==> src/rtl/bfloat_mul_pipe.sv <==
// Three-stage BFloat16 multiplier (unpack / multiply / normalize-round-pack) with
// valid/ready on both sides; the whole pipe freezes while the output is back-pressured.
module bfloat_mul_pipe #(
    parameter int          FTZ  = 1,
    parameter logic [15:0] QNAN = 16'h7FC0
) (
    input  logic        clk,
    input  logic        rst_n,
    input  logic        in_valid,
    output logic        in_ready,
    input  logic [15:0] a,
    input  logic [15:0] b,
    output logic        out_valid,
    input  logic        out_ready,
    output logic [15:0] p,
    output logic        ovf,
    output logic        unf,
    output logic        inv
);

    typedef enum logic [1:0] {SP_NONE, SP_ZERO, SP_INF, SP_NAN} spec_e;

    typedef struct packed {
        logic [15:0] p;
        logic        ovf;
        logic        unf;
        logic        inv;
    } res_t;

    // Only FTZ=1 is a supported configuration: exponent 0 is always treated as zero.
    function automatic logic is_zero(input logic [15:0] x);
        return (x[14:7] == 8'h00) && ((FTZ != 0) || (x[6:0] == 7'h00));
    endfunction

    function automatic logic is_inf(input logic [15:0] x);
        return (x[14:7] == 8'hFF) && (x[6:0] == 7'h00);
    endfunction

    function automatic logic is_nan(input logic [15:0] x);
        return (x[14:7] == 8'hFF) && (x[6:0] != 7'h00);
    endfunction

    // Normalize the 8x8 product, round to nearest even, then saturate or flush.
    function automatic res_t norm_round(input logic             sign,
                                        input logic signed [9:0] e,
                                        input logic [15:0]       prod);
        res_t             r;
        logic signed [9:0] en;
        logic [6:0]       frac;
        logic             g;
        logic             s;
        logic [7:0]       fr;
        r = '0;
        if (prod[15]) begin
            frac = prod[14:8];
            g    = prod[7];
            s    = |prod[6:0];
            en   = e + 10'sd1;
        end else begin
            frac = prod[13:7];
            g    = prod[6];
            s    = |prod[5:0];
            en   = e;
        end
        fr = {1'b0, frac} + {7'd0, g & (s | frac[0])};
        if (fr[7]) begin
            en = en + 10'sd1;
        end
        if (en >= 10'sd255) begin
            r.p   = {sign, 8'hFF, 7'h00};
            r.ovf = 1'b1;
        end else if (en <= 10'sd0) begin
            r.p   = {sign, 15'h0000};
            r.unf = 1'b1;
        end else begin
            r.p = {sign, en[7:0], fr[6:0]};
        end
        return r;
    endfunction

    logic stall;
    logic advance;
    logic accept;

    logic rdy_q, rdy_d;
    logic vld_p1_q, vld_p1_d;
    logic vld_p2_q, vld_p2_d;
    logic vld_p3_q, vld_p3_d;

    logic              sign_p1_q, sign_p1_d;
    logic signed [9:0] exp_p1_q, exp_p1_d;
    logic [7:0]        man_a_p1_q, man_a_p1_d;
    logic [7:0]        man_b_p1_q, man_b_p1_d;
    spec_e             spec_p1_q, spec_p1_d;

    logic              sign_p2_q, sign_p2_d;
    logic signed [9:0] exp_p2_q, exp_p2_d;
    logic [15:0]       prod_p2_q, prod_p2_d;
    spec_e             spec_p2_q, spec_p2_d;

    res_t res_p3_q, res_p3_d;
    res_t res_norm;

    logic za, zb, ia, ib, na, nb;

    always_comb begin
        stall    = vld_p3_q & ~out_ready;
        advance  = ~stall;
        in_ready = rdy_q & advance;
        accept   = in_valid & in_ready;
        rdy_d    = 1'b1;
        vld_p1_d = advance ? accept   : vld_p1_q;
        vld_p2_d = advance ? vld_p1_q : vld_p2_q;
        vld_p3_d = advance ? vld_p2_q : vld_p3_q;
    end

    // Stage 1: classify operands, sign, biased exponent sum, mantissas with hidden bit
    always_comb begin
        za = is_zero(a);
        zb = is_zero(b);
        ia = is_inf(a);
        ib = is_inf(b);
        na = is_nan(a);
        nb = is_nan(b);
        sign_p1_d  = sign_p1_q;
        exp_p1_d   = exp_p1_q;
        man_a_p1_d = man_a_p1_q;
        man_b_p1_d = man_b_p1_q;
        spec_p1_d  = spec_p1_q;
        if (advance && accept) begin
            sign_p1_d  = a[15] ^ b[15];
            exp_p1_d   = $signed({2'b00, a[14:7]}) + $signed({2'b00, b[14:7]}) - 10'sd127;
            man_a_p1_d = {1'b1, a[6:0]};
            man_b_p1_d = {1'b1, b[6:0]};
            if (na || nb || (ia && zb) || (za && ib)) begin
                spec_p1_d = SP_NAN;
            end else if (ia || ib) begin
                spec_p1_d = SP_INF;
            end else if (za || zb) begin
                spec_p1_d = SP_ZERO;
            end else begin
                spec_p1_d = SP_NONE;
            end
        end
    end

    // Stage 2: mantissa multiply, special-case code rides along
    always_comb begin
        sign_p2_d = sign_p2_q;
        exp_p2_d  = exp_p2_q;
        prod_p2_d = prod_p2_q;
        spec_p2_d = spec_p2_q;
        if (advance && vld_p1_q) begin
            sign_p2_d = sign_p1_q;
            exp_p2_d  = exp_p1_q;
            prod_p2_d = man_a_p1_q * man_b_p1_q;
            spec_p2_d = spec_p1_q;
        end
    end

    // Stage 3: normalize/round/pack, specials override the arithmetic result
    always_comb begin
        res_norm = norm_round(sign_p2_q, exp_p2_q, prod_p2_q);
        res_p3_d = res_p3_q;
        if (advance && vld_p2_q) begin
            unique case (spec_p2_q)
                SP_NAN:  res_p3_d = '{p: QNAN, ovf: 1'b0, unf: 1'b0, inv: 1'b1};
                SP_INF:  res_p3_d = '{p: {sign_p2_q, 8'hFF, 7'h00}, ovf: 1'b0, unf: 1'b0, inv: 1'b0};
                SP_ZERO: res_p3_d = '{p: {sign_p2_q, 15'h0000}, ovf: 1'b0, unf: 1'b0, inv: 1'b0};
                default: res_p3_d = res_norm;
            endcase
        end
    end

    always_ff @(posedge clk or negedge rst_n) begin
        if (!rst_n) begin
            rdy_q    <= 1'b0;
            vld_p1_q <= 1'b0;
            vld_p2_q <= 1'b0;
            vld_p3_q <= 1'b0;
            res_p3_q <= '0;
        end else begin
            rdy_q    <= rdy_d;
            vld_p1_q <= vld_p1_d;
            vld_p2_q <= vld_p2_d;
            vld_p3_q <= vld_p3_d;
            res_p3_q <= res_p3_d;
        end
    end

    always_ff @(posedge clk) begin
        sign_p1_q  <= sign_p1_d;
        exp_p1_q   <= exp_p1_d;
        man_a_p1_q <= man_a_p1_d;
        man_b_p1_q <= man_b_p1_d;
        spec_p1_q  <= spec_p1_d;
        sign_p2_q  <= sign_p2_d;
        exp_p2_q   <= exp_p2_d;
        prod_p2_q  <= prod_p2_d;
        spec_p2_q  <= spec_p2_d;
    end

    assign out_valid = vld_p3_q;
    assign p         = res_p3_q.p;
    assign ovf       = res_p3_q.ovf;
    assign unf       = res_p3_q.unf;
    assign inv       = res_p3_q.inv;

endmodule
==> config.mk <==
export PLATFORM = sky130hd
export DESIGN_NAME = bfloat_mul_pipe
export DESIGN_NICKNAME = d
export VERILOG_FILES = /design/src/rtl/bfloat_mul_pipe.sv
export SDC_FILE = /design/constraint.sdc
export NUM_CORES = 1
export LEC_CHECK = 0
export ABC_AREA = 1
export ABC_CLOCK_PERIOD_IN_PS = 7690
export BUFFER_PORTS_ARGS = -buffer_cell sky130_fd_sc_hd__buf_2
export CORE_MARGIN = 1.5
export CORE_UTILIZATION = 50
export DETAILED_ROUTE_END_ITERATION = 16
export HOLD_SLACK_MARGIN = 0.03
export PLACE_DENSITY = 0.74
export SLEW_MARGIN = 10
export SYNTH_ARGS = -nofsm -noshare
export SYNTH_HDL_FRONTEND = slang
export SYNTH_SLANG_ARGS = --single-unit
==> constraint.sdc <==
create_clock -name clk -period 7.69 [get_ports clk]
set_input_delay 1.538 -clock clk [delete_from_list [all_inputs] [get_ports clk]]
set_output_delay 1.538 -clock clk [all_outputs]
set_load 0.005 [all_outputs]
# Word level (Yosys, flattened, before mapping)
# Index checks and enable logic that the tools add are counted.
[op_classes] addsub=5 n_mul=1 div_mod_pow=0 magnitude_cmp=2 eq_ne=5 n_shift=0 mux=13 bitwise=8 n_reduce_logical=23
[ops] cell="one-hot mux 19 bit (3 select lines)" n=1
[ops] cell="two-way mux 15 bit" n=2
[ops] cell="adder 10 x 2 -> 10 bit (second input constant)" n=2
[ops] cell="two-way mux 10 bit" n=2
[ops] cell="equality test 8 bit (second input constant)" n=2
[ops] cell="logical NOT 8 bit" n=2
[ops] cell="multiplier 8 x 8 -> 16 bit" n=1
[ops] cell="logical NOT 7 bit" n=2
[ops] cell="nonzero test 7 bit" n=2
[ops] cell="greater-or-equal comparator 10 x 9 -> 1 bit (second input constant)" n=1
[ops] cell="less-or-equal comparator 10 x 1 -> 1 bit (second input constant)" n=1
[ops] cell="subtractor 9 x 7 -> 10 bit (second input constant)" n=1
[ops] cell="adder 8 x 8 -> 9 bit" n=1
[ops] cell="logical AND 1 bit" n=9
[ops] cell="adder 7 x 1 -> 8 bit" n=1
[ops] cell="two-way mux 1 bit" n=7
[ops] cell="two-way mux 7 bit" n=1
[ops] cell="OR reduction 7 bit" n=1
[ops] cell="OR reduction 6 bit" n=1
[ops] cell="logical OR 1 bit" n=5
[ops] cell="bitwise AND 1 bit" n=4
[ops] cell="equality test 2 bit (second input constant)" n=2
[ops] cell="equality test 2 x 1 -> 1 bit (second input constant)" n=1
[ops] cell="NOT 1 bit" n=2
[ops] cell="3 further kinds" n=3
[word_totals] reg_bits=79 latch_bits=0 ram_bits=0 romBits=0 input_bits=36 output_inout_bits=21 wordCells=75 n_memories=0

# Longest topological paths before layout
[logic_depth] word_depth=10 mapped_depth=22 depth_no_buf=21

# Least setup slack after synthesis
# No wires, ideal clock.
[synth_path] kind="register to register" start="reg man_b_p1_q[6]" end="reg prod_p2_q[14], data pin" setup_time_ps=258 t_arrival_ps=4083 t_required_ps=7432 slack_ps=3350 stages_incl_launch_ff=22 n_path_buf=0 period_less_slack_ps=4340 cell_sequence="edfxtp_1 > nand2_1 > inv_1 > fa_1 > inv_1 > fa_1 > inv_1 > fa_1 > inv_1 > fa_1 > inv_1 > ha_1 > nand2_1 > nor2_1 > nand2_1 > o211ai_1 > a21oi_1 > o21bai_1 > a21oi_1 > nor2_1 > nor2_1 > xnor2_1"
[synth_between] elab_chain_len=1
[synth_lines] element="start, declared" line_no="93" source="logic [7:0] man_b_p1_q, man_b_p1_d;"
[synth_lines] element="start signal, assigned" line_no="195" source="man_b_p1_q <= man_b_p1_d;"
[synth_lines] element="multiplier 8 x 8 -> 16 bit" line_no="156" source="prod_p2_d = man_a_p1_q * man_b_p1_q;"
[synth_lines] element="end signal, assigned" line_no="199" source="prod_p2_q <= prod_p2_d;"
[synth_lines] element="end, declared" line_no="98" source="logic [15:0] prod_p2_q, prod_p2_d;"
# No other way between the ends.
# A chain may end at the register's enable or synchronous reset.

# Worst setup path in the final report
# Same ends and word-level chain as after synthesis.

==> out/results.ini <==
[worst_setup_path]
crit_family=adder cells
max_stage_delay_ns=0.53
required_ns=7.79
endpoint_kind=flop
cp_max_fo=8
cp.buffers_inverters=5
crit_type=reg2reg
crit_start=man_b_p1_q[6]$_DFFE_PP_
cp-start-kind=flop
arrival_ns=4.77
worstPathCellList=nand2_1 -> inv_1 -> fa_1 -> inv_1 -> fa_1 -> inv_1 -> fa_1 -> inv_1 -> fa_1 -> inv_1 -> ha_1 -> nand2_1 -> nor2_1 -> nand2_1 -> o211ai_1 -> a21oi_1 -> o21bai_1 -> a21oi_1 -> nor2_1 -> nor2_1 -> xnor2_1
reg2reg_slack_ns=3.02
rr_startpoint=man_b_p1_q[6]$_DFFE_PP_
crit_slowest_cell=fa_1
critPathMostFrequentCell=inv_1

[flow_run]
drv_cap=0

[power]
clockPowerShare_pct=23.9
power.leakage_uw=0.00361
p_comb_share_pct=39.2
p_seq_share_pct=36.8
p_int_uw=1050
ir_worst_vdd_uv=103
finalPower_uw=1670
switching_share_pct=37.0
p_per_area_mw_per_mm2=239
switchingPower_uw=618

[layout]
layout.cells.non_filler=952
antenna_cells=0
fillers=1114
area_growth_pct=11.7
seqCellArea_mm2=0.00226
fin_util_pct=57.7
drive_gt1_share_pct=15.3
multi_input_area_mm2=0.00337
fin_nets=905

[detailed_routing]
vias=4643
drt_pass1_iterations=4
postRouteWirelength_um=11500
top_layer=met4
drt-met1-wl_um=5360
dr_wl_met2_um=5580
route.met3.wl_um=355
drc_errors=0
ant_nets=0
initialDrtViolationCount=173
wire_per_inst_um=12.1
via_per_inst=4.88

[sta]
tightest_slew_ns=1.06
fin_crit_sh_pct=60.7
finalSetupTns_ns=0
slew_headroom_pct=29.0
grt_setup_unrepaired=no
final_hold_viol_count=0
slew_viol_final=0
setup_viol=0
period_minus_slack_ns=4.67
fin_skew_ns=0.00514
max_freq_mhz=214

[hold_path]
hp-start=exp_p1_q[2]$_DFFE_PP_
min_path_type=reg2reg

[place]
io_buffer_count=56
gp_congestion=0.844
dp_cells=936
dp.final_hpwl_um=9570

[floorplanning]
dieArea_mm2=0.0132
die_width_um=115
die_height_um=115
num_rows=40
ios=57
core_area_mm2=0.0121
initial_core_util_pct=51.6

[global_routing]
antenna_found_initial=0
grt_overflow=0
gr-usage-all-layers_pct=19.2
first_global_vias=4608
grt_first_pass_wirelength_um=20200
grt_max_degree=31

[synthesis]
synth_ff_type=edfxtp_1
ys_seq_area_share_pct=36.1
ys_async_sr_fraction_pct=29.1
synthesis.nets=845
ys_types=43
synth_edf_count=56
syn_avg_cell_area_um2=8.70
yosys_warnings=0
ys_seq_elements=79
synthCells=719
syn_area_mm2=0.00625

[status]
status=finished clean

[clock_network]
clk_pin_slew_ns=0.06
cts_tree=built
clock_latency_ns=0.34
htree_levels=3
cts_inserted_buffers=9
cts_sinks=79
cts_resized=0
cts-root-buf=clkbuf_16
hold_buffers=0
cts_setup_buffers=0
clk_path_buf_depth=2

[routing by layer]
| layer | global-route usage [%] | up-vias |
|---|---|---|
| li1 | - | 2390 |
| met1 | 23.8 | 2137 |
| met2 | 34.2 | 103 |
| met3 | 3.00 | 13 |
| met4 | 7.08 | 0 |
| met5 | 0 | - |
[kinds of logic (layout without fill, tap and decap cells)]
group,count (synthesis),after routing,synth area share (%)
and+or+nand+nor,310,310,22.9
buffers and inverters,161,226,10.0
adders and majority gates,90,90,22.4
xor gates and xnor gates,21,21,3.06
DFF,79,79,36.1
AOI/OAI and AO/OA,57,57,5.42
other,1,1,0.0600
[cell usage in the layout (no fill, tap or decap), drive strengths merged]
cell	Yosys	final
nand2	185	185
inv	151	153
nor2	62	62
buf	2	57
edfxtp	56	56
ha	53	53
fa	37	37
nand3	35	35
a21oi	26	26
dfrtp	23	23
o21ai	21	21
nand4	15	15
xor2	15	15
clkbuf	6	9
xnor2	6	6
nor4	5	5
clkinv	2	5
o21bai	4	4
nor3	4	4
nand3b	2	2
o211ai	2	2
clkinvlp	0	2
and2	1	1
o221ai	1	1
a21o	1	1
or4	1	1
o31ai	1	1
a32oi	1	1
conb	1	1
[per-stage QoR]
step           setup WS [ns]  area (µm²)  hold WS [ns]
2_1_floorplan           3.35        6250         0.400
3_3_place_gp            3.18        6710         0.404
3_5_place_dp            3.08        6710         0.406
4_1_cts                 3.07        6990         0.421
5_1_grt                 2.77        6990         0.426
6_report                3.02        6990         0.420
[sequential cells by signal, summed over array words and instances, names as in the netlist, 2 cells and up]
register,cells
exp_p1_q,10
exp_p2_q,10
man_a_p1_q,7
man_b_p1_q,7
p,16
prod_p2_q,16
spec_p1_q,2
spec_p2_q,2
[worst register-to-register path, stage by stage, from the launching register on]
cell	delay (ns)
edfxtp_1	0.52
nand2_1	0.12
inv_1	0.05
fa_1	0.50
inv_1	0.05
fa_1	0.53
inv_1	0.05
fa_1	0.52
inv_1	0.05
fa_1	0.52
inv_1	0.04
ha_1	0.35
nand2_1	0.09
nor2_1	0.13
nand2_1	0.08
o211ai_1	0.13
a21oi_1	0.11
o21bai_1	0.21
a21oi_1	0.09
nor2_1	0.11
nor2_1	0.06
xnor2_1	0.11
[cells in the mapped netlist, types with 2 or more instances]
| master | count | share of area, % |
|---|---|---|
| nand2_1 | 172 | 10 |
| nand2_4 | 4 | 0.72 |
| o21ai_2 | 5 | 0.70 |
| nor3_1 | 2 | 0.16 |
| nor3_2 | 2 | 0.32 |
| nor4_1 | 5 | 0.50 |
| clkbuf_1 | 6 | 0.36 |
| inv_2 | 4 | 0.24 |
| a21oi_1 | 24 | 1.9 |
| nor2_2 | 7 | 0.70 |
| nor2_4 | 7 | 1.3 |
| o21bai_1 | 4 | 0.48 |
| o21ai_0 | 8 | 0.64 |
| edfxtp_1 | 56 | 27 |
| nor2_1 | 48 | 2.9 |
| nand4_1 | 15 | 1.5 |
| xor2_1 | 14 | 2.0 |
| o211ai_1 | 2 | 0.24 |
| ha_1 | 53 | 11 |
| xnor2_1 | 6 | 0.84 |
| fa_1 | 37 | 12 |
| nand3_1 | 32 | 2.6 |
| dfrtp_1 | 23 | 9.2 |
| o21ai_1 | 8 | 0.64 |
| a21oi_2 | 2 | 0.28 |
| inv_1 | 146 | 8.8 |
| nand3b_1 | 2 | 0.24 |
| nand3_2 | 2 | 0.32 |
| nand2_2 | 9 | 0.90 |
[power by group through the flow]
stage               combinational (µW)  clock (µW)  sequential [µW]
global route                       765         426              625
detailed placement                 652           0              625
finish                             655         400              616
floorplan                          503           0              614
CTS                                660         410              616
global placement                   628           0              619
[final timing paths]
check | to | cells past startpoint
max in group asynchronous | p[12]$_DFFE_PN0P_ | 1
min reg2reg | exp_p2_q[2]$_DFFE_PP_ | 0
min | exp_p2_q[2]$_DFFE_PP_ | 0
max | prod_p2_q[14]$_DFFE_PP_ | 21
max reg2reg | prod_p2_q[14]$_DFFE_PP_ | 21
min in group asynchronous | vld_p1_q$_DFFE_PN0N_ | 1
[final cells by class]
type                       count  share of cell area (%)
multi-input combinational    479                    48.3
sequential                    79                    32.3
inverter                     153                    8.27
timing repair buffer          57                    4.12
clock buffer                   9                    3.22
tap                          168                    3.01
clock inverter                 7                   0.824
(Power assumes the default switching activity.)
